--- config.mk ---
export PLATFORM = sky130hd
export DESIGN_NAME = tdm_demux4_flat
export DESIGN_NICKNAME = d
export VERILOG_FILES = /design/src/rtl/tdm_pkg.sv /design/src/rtl/tdm_demux4_if.sv /design/src/rtl/tdm_slot_shifter.sv /design/src/rtl/tdm_demux4.sv /design/src/flat_wrapper.sv
export SDC_FILE = /design/constraint.sdc
export NUM_CORES = 1
export LEC_CHECK = 0
export ABC_AREA = 1
export CAP_MARGIN = 20
export CORE_MARGIN = 2
export CORE_UTILIZATION = 45
export DETAILED_ROUTE_END_ITERATION = 10
export PLACE_DENSITY = 0.71
export SLEW_MARGIN = 30
export SYNTH_ARGS = -nofsm -noshare
export SYNTH_HDL_FRONTEND = slang
export SYNTH_SLANG_ARGS = --single-unit
--- constraint.sdc ---
create_clock -name clk -period 1.9 [get_ports clk]
set_clock_uncertainty 0.15 [all_clocks]
set_input_delay 0.38 -clock clk [delete_from_list [all_inputs] [get_ports clk]]
set_output_delay 0.38 -clock clk [all_outputs]
set_load 0.02 [all_outputs]
--- src/rtl/tdm_pkg.sv ---
// ============================================================================
// tdm_pkg
// Shared types and constants for the 4-lane TDM receive demultiplexer.
//
// Optional build macro: TDM_PARITY_EN
//   When defined, each slot word is followed by one even-parity bit, so a
//   slot is WIDTH+1 link bits long instead of WIDTH.
//
// Contents:
//   tdm_state_t  - framing state (HUNT / LOCKED)
//   NUM_LANES    - number of slots / output lanes per frame
//   slot_idx_t   - slot index type (0..3)
//   slot_bits()  - link bits per slot for a given word width
// ============================================================================
package tdm_pkg;

    typedef enum logic {
        HUNT   = 1'b0,
        LOCKED = 1'b1
    } tdm_state_t;

    localparam int NUM_LANES = 4;

    typedef logic [1:0] slot_idx_t;

    function automatic int slot_bits(input int width);
`ifdef TDM_PARITY_EN
        return width + 1;
`else
        return width;
`endif
    endfunction

endpackage

--- src/rtl/tdm_demux4_if.sv ---
// ============================================================================
// tdm_demux4_if
// Bundles the serial link input and the parallel frame output of tdm_demux4.
//
// Optional build macro: TDM_PARITY_EN (adds parity_err)
//
// Signals:
//   serial_in   - link data bit
//   in_valid    - qualifies serial_in / frame_sync
//   frame_sync  - marks first bit of slot 0
//   line1..4_out- words of the last complete frame
//   frame_valid - one-cycle pulse when line outputs update
//   cntrl_out   - slot index being received
//   locked      - receiver is frame-locked
//   sync_err    - one-cycle pulse on framing violation
//   parity_err  - per-lane parity failure of last frame (TDM_PARITY_EN only)
//
// Modports:
//   master - link side / consumer (drives serial inputs, reads outputs)
//   slave  - the demultiplexer itself
// ============================================================================
interface tdm_demux4_if #(
    parameter int WIDTH = 8
);
    logic             serial_in;
    logic             in_valid;
    logic             frame_sync;
    logic [WIDTH-1:0] line1_out;
    logic [WIDTH-1:0] line2_out;
    logic [WIDTH-1:0] line3_out;
    logic [WIDTH-1:0] line4_out;
    logic             frame_valid;
    logic [1:0]       cntrl_out;
    logic             locked;
    logic             sync_err;
`ifdef TDM_PARITY_EN
    logic [3:0]       parity_err;
`endif

    modport master (
`ifdef TDM_PARITY_EN
        input  parity_err,
`endif
        output serial_in, in_valid, frame_sync,
        input  line1_out, line2_out, line3_out, line4_out,
        input  frame_valid, cntrl_out, locked, sync_err
    );

    modport slave (
`ifdef TDM_PARITY_EN
        output parity_err,
`endif
        input  serial_in, in_valid, frame_sync,
        output line1_out, line2_out, line3_out, line4_out,
        output frame_valid, cntrl_out, locked, sync_err
    );

endinterface

--- src/rtl/tdm_slot_shifter.sv ---
// ============================================================================
// tdm_slot_shifter
// LSB-first shift register and bit counter for one TDM slot. Signals
// word_done combinationally on the bit that completes a slot, together with
// the completed word, so the parent can capture it in the same cycle.
//
// Optional build macro: TDM_PARITY_EN
//   Slot is WIDTH data bits + 1 even-parity bit; the parity bit is not
//   shifted into the word and parity_bad flags a failed check on word_done.
//
// Ports:
//   clk, rst_n     - clock, asynchronous active-low reset
//   serial_in      - link data bit
//   shift_en       - consume serial_in this cycle
//   restart        - consumed bit is bit 0 of a new slot (forces counter)
//   word_done      - this bit completes the slot
//   word           - completed word (valid with word_done)
//   at_slot_start  - next consumed bit would be bit 0 of a slot
//   parity_bad     - parity check failed (TDM_PARITY_EN only)
// ============================================================================
module tdm_slot_shifter
    import tdm_pkg::*;
#(
    parameter int WIDTH = 8
) (
    input  logic             clk,
    input  logic             rst_n,
    input  logic             serial_in,
    input  logic             shift_en,
    input  logic             restart,
`ifdef TDM_PARITY_EN
    output logic             parity_bad,
`endif
    output logic             word_done,
    output logic [WIDTH-1:0] word,
    output logic             at_slot_start
);

    localparam int SLOT_BITS = slot_bits(WIDTH);
    localparam int CNT_W     = $clog2(SLOT_BITS);
    localparam logic [CNT_W-1:0] LAST_BIT = CNT_W'(SLOT_BITS - 1);

    logic [WIDTH-1:0] sreg_reg;
    logic [CNT_W-1:0] bit_cnt_reg;
    logic [WIDTH-1:0] shifted;
    logic             is_last;

    assign shifted       = {serial_in, sreg_reg[WIDTH-1:1]};
    assign is_last       = (bit_cnt_reg == LAST_BIT);
    assign at_slot_start = (bit_cnt_reg == '0);
    // A restart bit is always bit 0, so it can never complete a slot.
    assign word_done     = shift_en & ~restart & is_last;

`ifdef TDM_PARITY_EN
    // On the parity bit the register already holds the full word.
    assign word       = sreg_reg;
    assign parity_bad = ^{sreg_reg, serial_in};
`else
    assign word       = shifted;
`endif

    always_ff @(posedge clk or negedge rst_n) begin
        if (!rst_n) begin
            sreg_reg    <= '0;
            bit_cnt_reg <= '0;
        end else if (shift_en) begin
            if (restart) begin
                sreg_reg    <= shifted;
                bit_cnt_reg <= CNT_W'(1);
            end else begin
                bit_cnt_reg <= is_last ? '0 : bit_cnt_reg + CNT_W'(1);
`ifdef TDM_PARITY_EN
                if (!is_last) begin
                    sreg_reg <= shifted;
                end
`else
                sreg_reg <= shifted;
`endif
            end
        end
    end

endmodule

--- src/rtl/tdm_demux4.sv ---
// ============================================================================
// tdm_demux4
// Receive end of the 4-line TDM link. Locks onto frame_sync, de-serialises
// four LSB-first slot words per frame and presents them together on
// line1..4_out with a one-cycle frame_valid pulse one clock after the last
// bit of slot 3. Framing violations raise a one-cycle sync_err pulse.
//
// Optional build macro: TDM_PARITY_EN
//   Adds a per-slot even-parity bit and the parity_err[3:0] output, updated
//   with frame_valid. Frames are delivered even when parity fails.
//
// Ports:
//   clk   - system clock, rising edge
//   rst_n - asynchronous active-low reset
//   bus   - tdm_demux4_if.slave (serial input side and frame output side)
// ============================================================================
module tdm_demux4
    import tdm_pkg::*;
#(
    parameter int WIDTH = 8
) (
    input  logic          clk,
    input  logic          rst_n,
    tdm_demux4_if.slave   bus
);

    tdm_state_t       state_reg;
    slot_idx_t        cntrl_reg;
    logic [WIDTH-1:0] stage_reg [NUM_LANES-1];
    logic [WIDTH-1:0] line_reg  [NUM_LANES];
    logic             frame_valid_reg;
    logic             sync_err_reg;
    logic             locked_reg;

    logic             shift_en;
    logic             restart;
    logic             word_done;
    logic [WIDTH-1:0] word;
    logic             at_slot_start;
    logic             at_frame_start;
    logic             lost_sync;
    logic             resync;
    logic             frame_done;

`ifdef TDM_PARITY_EN
    logic                   parity_bad;
    logic [NUM_LANES-2:0]   par_stage_reg;
    logic [NUM_LANES-1:0]   parity_err_reg;
`endif

    tdm_slot_shifter #(
        .WIDTH (WIDTH)
    ) u_shifter (
        .clk           (clk),
        .rst_n         (rst_n),
        .serial_in     (bus.serial_in),
        .shift_en      (shift_en),
        .restart       (restart),
`ifdef TDM_PARITY_EN
        .parity_bad    (parity_bad),
`endif
        .word_done     (word_done),
        .word          (word),
        .at_slot_start (at_slot_start)
    );

    // Framing decisions for the current qualified bit.
    always_comb begin
        at_frame_start = (cntrl_reg == 2'd0) && at_slot_start;
        lost_sync      = 1'b0;
        resync         = 1'b0;
        shift_en       = 1'b0;
        restart        = 1'b0;
        if (bus.in_valid) begin
            if (state_reg == HUNT) begin
                shift_en = bus.frame_sync;
                restart  = bus.frame_sync;
            end else begin
                // Missing sync at a frame boundary drops the bit and lock;
                // sync anywhere else restarts the frame on this bit.
                lost_sync = at_frame_start & ~bus.frame_sync;
                resync    = ~at_frame_start & bus.frame_sync;
                shift_en  = ~lost_sync;
                restart   = resync;
            end
        end
    end

    assign frame_done = word_done && (cntrl_reg == 2'd3);

    // Framing FSM, slot counter and status pulses.
    always_ff @(posedge clk or negedge rst_n) begin
        if (!rst_n) begin
            state_reg       <= HUNT;
            cntrl_reg       <= 2'd0;
            frame_valid_reg <= 1'b0;
            sync_err_reg    <= 1'b0;
            locked_reg      <= 1'b0;
        end else begin
            frame_valid_reg <= 1'b0;
            sync_err_reg    <= 1'b0;
            if (bus.in_valid) begin
                case (state_reg)
                    HUNT: begin
                        if (bus.frame_sync) begin
                            state_reg  <= LOCKED;
                            locked_reg <= 1'b1;
                            cntrl_reg  <= 2'd0;
                        end
                    end
                    LOCKED: begin
                        if (lost_sync) begin
                            sync_err_reg <= 1'b1;
                            state_reg    <= HUNT;
                            locked_reg   <= 1'b0;
                            cntrl_reg    <= 2'd0;
                        end else if (resync) begin
                            sync_err_reg <= 1'b1;
                            cntrl_reg    <= 2'd0;
                        end else if (word_done) begin
                            cntrl_reg <= cntrl_reg + 2'd1;
                            if (frame_done) begin
                                frame_valid_reg <= 1'b1;
                            end
                        end
                    end
                    default: begin
                        state_reg  <= HUNT;
                        locked_reg <= 1'b0;
                    end
                endcase
            end
        end
    end

    // Staging for slots 0..2 and the frame output registers. Slot 3 is taken
    // straight from the shifter so all lanes update in the same cycle.
    always_ff @(posedge clk or negedge rst_n) begin
        if (!rst_n) begin
            for (int i = 0; i < NUM_LANES - 1; i++) begin
                stage_reg[i] <= '0;
            end
            for (int i = 0; i < NUM_LANES; i++) begin
                line_reg[i] <= '0;
            end
        end else begin
            for (int i = 0; i < NUM_LANES - 1; i++) begin
                if (word_done && (cntrl_reg == slot_idx_t'(i))) begin
                    stage_reg[i] <= word;
                end
            end
            if (frame_done) begin
                for (int i = 0; i < NUM_LANES - 1; i++) begin
                    line_reg[i] <= stage_reg[i];
                end
                line_reg[NUM_LANES-1] <= word;
            end
        end
    end

`ifdef TDM_PARITY_EN
    always_ff @(posedge clk or negedge rst_n) begin
        if (!rst_n) begin
            par_stage_reg  <= '0;
            parity_err_reg <= '0;
        end else begin
            for (int i = 0; i < NUM_LANES - 1; i++) begin
                if (word_done && (cntrl_reg == slot_idx_t'(i))) begin
                    par_stage_reg[i] <= parity_bad;
                end
            end
            if (frame_done) begin
                parity_err_reg <= {parity_bad, par_stage_reg};
            end
        end
    end

    assign bus.parity_err = parity_err_reg;
`endif

    assign bus.line1_out   = line_reg[0];
    assign bus.line2_out   = line_reg[1];
    assign bus.line3_out   = line_reg[2];
    assign bus.line4_out   = line_reg[3];
    assign bus.frame_valid = frame_valid_reg;
    assign bus.cntrl_out   = cntrl_reg;
    assign bus.locked      = locked_reg;
    assign bus.sync_err    = sync_err_reg;

endmodule
--- src/flat_wrapper.sv ---
// flat-port wrapper written by rule: the top's interface ports become plain ports
module tdm_demux4_flat import tdm_pkg::*;
#(
    parameter int WIDTH = 8
)
  (clk, rst_n, bus_serial_in, bus_in_valid, bus_frame_sync, bus_line1_out, bus_line2_out, bus_line3_out, bus_line4_out, bus_frame_valid, bus_cntrl_out, bus_locked, bus_sync_err);
  tdm_demux4_if #(.WIDTH(WIDTH)) bus_i ();
  input  logic clk;
  input  logic rst_n;
  input wire logic [$bits(bus_i.serial_in)-1:0] bus_serial_in;
  input wire logic [$bits(bus_i.in_valid)-1:0] bus_in_valid;
  input wire logic [$bits(bus_i.frame_sync)-1:0] bus_frame_sync;
  output wire logic [$bits(bus_i.line1_out)-1:0] bus_line1_out;
  output wire logic [$bits(bus_i.line2_out)-1:0] bus_line2_out;
  output wire logic [$bits(bus_i.line3_out)-1:0] bus_line3_out;
  output wire logic [$bits(bus_i.line4_out)-1:0] bus_line4_out;
  output wire logic [$bits(bus_i.frame_valid)-1:0] bus_frame_valid;
  output wire logic [$bits(bus_i.cntrl_out)-1:0] bus_cntrl_out;
  output wire logic [$bits(bus_i.locked)-1:0] bus_locked;
  output wire logic [$bits(bus_i.sync_err)-1:0] bus_sync_err;
  assign bus_i.serial_in = bus_serial_in;
  assign bus_i.in_valid = bus_in_valid;
  assign bus_i.frame_sync = bus_frame_sync;
  assign bus_line1_out = bus_i.line1_out;
  assign bus_line2_out = bus_i.line2_out;
  assign bus_line3_out = bus_i.line3_out;
  assign bus_line4_out = bus_i.line4_out;
  assign bus_frame_valid = bus_i.frame_valid;
  assign bus_cntrl_out = bus_i.cntrl_out;
  assign bus_locked = bus_i.locked;
  assign bus_sync_err = bus_i.sync_err;
  tdm_demux4 #(.WIDTH(WIDTH)) u_core (.clk(clk), .rst_n(rst_n), .bus(bus_i));
endmodule
==> results.py <==
metrics = {
    "synthesis": {
        "synth-xor-area-share": 0,
        "synth_top_family_by_area": "simple AND/OR/NAND/NOR gates",
        "synth-seq-area-share": 0.626,
        "ys_warn_count": 0,
        "synth_cells": 301,
        "synth-seq-cells": 72,
        "yosys.area_share.simple": 0.211,
        "synth-compound-area-share": 0.0778,
        "avgSynthCellArea_um2": 9.56,
        "muxShareOfSynthArea": 0,
        "synth.largest_area_cell": "dfrtp_1",
        "syn_nets": 313,
        "yosys.area_share.adder": 0.0304,
        "yosysUniqueCellTypes": 19,
        "synth.area.top_cells": "dfrtp_1 63%, nand2_1 16%, o21ai_1 5.6%",
        "netlist_area_mm2": 0.00288,
        "synth.top_cell.area_share": 0.626,
    },
    "setup_path": {
        "max_stage_delay_ns": 0.61,
        "critPathTopFamily": "buffers and inverters",
        "cp.required_ns": 1.37,
        "startpoint": "u_core.bus.line1_out[1]",
        "crit_arrival_ns": 1.33,
        "worst-path-buf-inv": 1,
        "path_cells": "clkdlybuf4s50_1",
        "cp-start-kind": "register",
        "slowest_stage": "clkdlybuf4s50_1",
        "end_kind": "output port",
        "r2r_start": "u_core.u_shifter.bit_cnt_reg[0]",
        "crit_fanout": 2,
        "crit_type": "register to output port",
    },
    "sta": {
        "fin_crit_sh": 0.981,
        "slew_viol_final": 0,
        "finalHoldViolations": 0,
        "fmax_mhz": 536,
        "setup_viol": 0,
        "max_slew_margin": 0.751,
        "rsz0062_at_grt": "true",
        "min_period_ns": 1.86,
        "whs_ns": 0.329,
        "tns_ns": 0,
        "worstMarginPinSlew_ns": 0.374,
    },
    "layout": {
        "largest_reg_flops": 24,
        "area_growth_pct": 30.9,
        "final_common_cell": "nand2_1",
        "final_cell_mix": "118 x nand2_1, 71 x dfrtp_1, 35 x clkdlybuf4s50_1",
        "multi_input_area_um2": 998,
        "finish.utilization": 0.600,
        "stdcell_area_mm2": 0.00377,
        "regArea_mm2": 0.00180,
        "drive_gt1_frac": 0.164,
        "insertedDiodeCount": 0,
        "fillCellCount": 533,
        "final_net_count": 372,
    },
    "cts": {
        "cts-buffers-inserted": 9,
        "tritoncts": "done",
        "cts_root_buffer": "clkbuf_8",
        "clk_path_buf_depth": 2,
        "cts.reportedPaths.clkPinSlew_ns": 0.07,
        "clk_latency_ns": 0.35,
        "h-tree-depth": 3,
        "cts.sinks": 72,
    },
    "worst_hold_path": {
        "hp-start": "u_core.stage_reg[3]",
        "hp-class": "register to register",
    },
    "global_routing": {
        "antenna_found_initial": 0,
        "grt_usage": 0.183,
        "overflow": 0,
        "grt_pass1_wl_um": 10100,
        "grt_pass1_vias": 2171,
        "grt_max_degree": 73,
    },
    "floorplan": {
        "rows": 29,
        "fp.coreArea_mm2": 0.00628,
        "chipHeight_um": 84.0,
        "die_x_um": 84.0,
        "initial_core_util": 0.458,
        "die-area_mm2": 0.00705,
        "ios": 42,
    },
    "power": {
        "power_density_mw_per_mm2": 1090,
        "p_leak_nw": 1.95,
        "max-vdd-ir-drop_uv": 514,
        "power.total_w": 0.00411,
    },
    "status": {
        "status": "finished clean",
    },
    "routing": {
        "wl_met1_um": 2730,
        "drtPass1Iterations": 4,
        "wl_per_cell_um": 13.3,
        "routed_wl_um": 5870,
        "wl_met3_um": 195,
        "avgViaCountPerCell": 4.84,
        "initialDrtViolationCount": 159,
        "highest_layer": "met4",
        "vias": 2138,
        "drc_errors": 0,
        "wl_met2_um": 2820,
        "ant_nets": 0,
    },
    "place": {
        "io_buffers": 41,
        "hpwlAfterDp_um": 3930,
        "gp_congestion": 0.755,
        "placed_cell_area_mm2": 0.00342,
    },
    "flow_run": {
        "maxCapViolations": 0,
    },
}
-- Yosys cell counts --
master	count
inv_2	1
nand4_1	1
o211ai_1	1
buf_2	5
clkinv_2	1
o21ai_1	32
ha_1	7
dfrtp_1	72
o22ai_1	1
clkbuf_1	1
buf_6	5
nand2_4	1
nand2_1	125
nor2_8	1
o21ai_0	10
nand3_1	8
inv_1	17
nor2_1	6
nand2_2	6
-- layout make-up --
cell class | count | area share
repair buffers | 59 | 0.157
clock inverters | 5 | 0.0149
clock buffers | 11 | 0.0375
flip-flops and latches | 72 | 0.479
inverters | 19 | 0.0209
well taps | 77 | 0.0256
multi-input cells | 199 | 0.265
-- where the power goes --
part           total [W]  internal [W]  switching (W)
sequential       0.00192       0.00178       0.000147
clock            0.00121      0.000640       0.000569
combinational   0.000976      0.000387       0.000589
total            0.00411       0.00280        0.00130
-- worst register-to-register path, delay by kind of cell, from the launching register on --
family | cells | cell delay [ns]
DFF | 1 | 0.41
AOI/OAI and AO/OA | 1 | 0.06
and+or+nand+nor | 7 | 0.71
buffers and inverters | 2 | 0.22
adders and majority gates | 1 | 0.16
-- timing repair --
action | CTS | global route
endpoints found under the setup margin | 32 | 61
endpoints found under the hold margin | 72 | 0
hold buffers | 1 | 0
pin swaps | 0 | 6
setup buffers | 0 | 2
gates resized for setup | 3 | 35
-- metrics by stage --
step | setup slack (ns) | cells
floorplan | 0.0210 | 301
global placement | -0.196 | 423
detailed placement | -0.297 | 423
CTS | -0.0181 | 440
global route | -0.0351 | 442
finish | 0.0358 | 442
-- final timing paths --
check	end	slack [ns]	cells past startpoint
max reg2reg	u_core.bus.line4_out[0]	0.07	11
max in group asynchronous	u_core.bus.cntrl_out[0]	0.86	3
min	u_core.bus.line3_out[3]	0.33	2
max	bus_line1_out[1]	0.04	1
min reg2reg	u_core.bus.line3_out[3]	0.33	2
min in group asynchronous	u_core.bus.locked	0.44	3
-- logic make-up after synthesis --
logic type,Yosys count
AND/OR/NAND/NOR,148
flip-flops,72
AO/OA/AOI/OAI,44
buffers and inverters,30
adder cells (fa/ha/maj),7
-- metal layers --
| layer | GRT usage | up-vias |
|---|---|---|
| met5 | 0 | - |
| met4 | 0.0968 | 0 |
| met3 | 0.0326 | 9 |
| met2 | 0.287 | 39 |
| met1 | 0.244 | 1025 |
| li1 | - | 1065 |
Note: power is estimated with default switching activity, not from simulation.
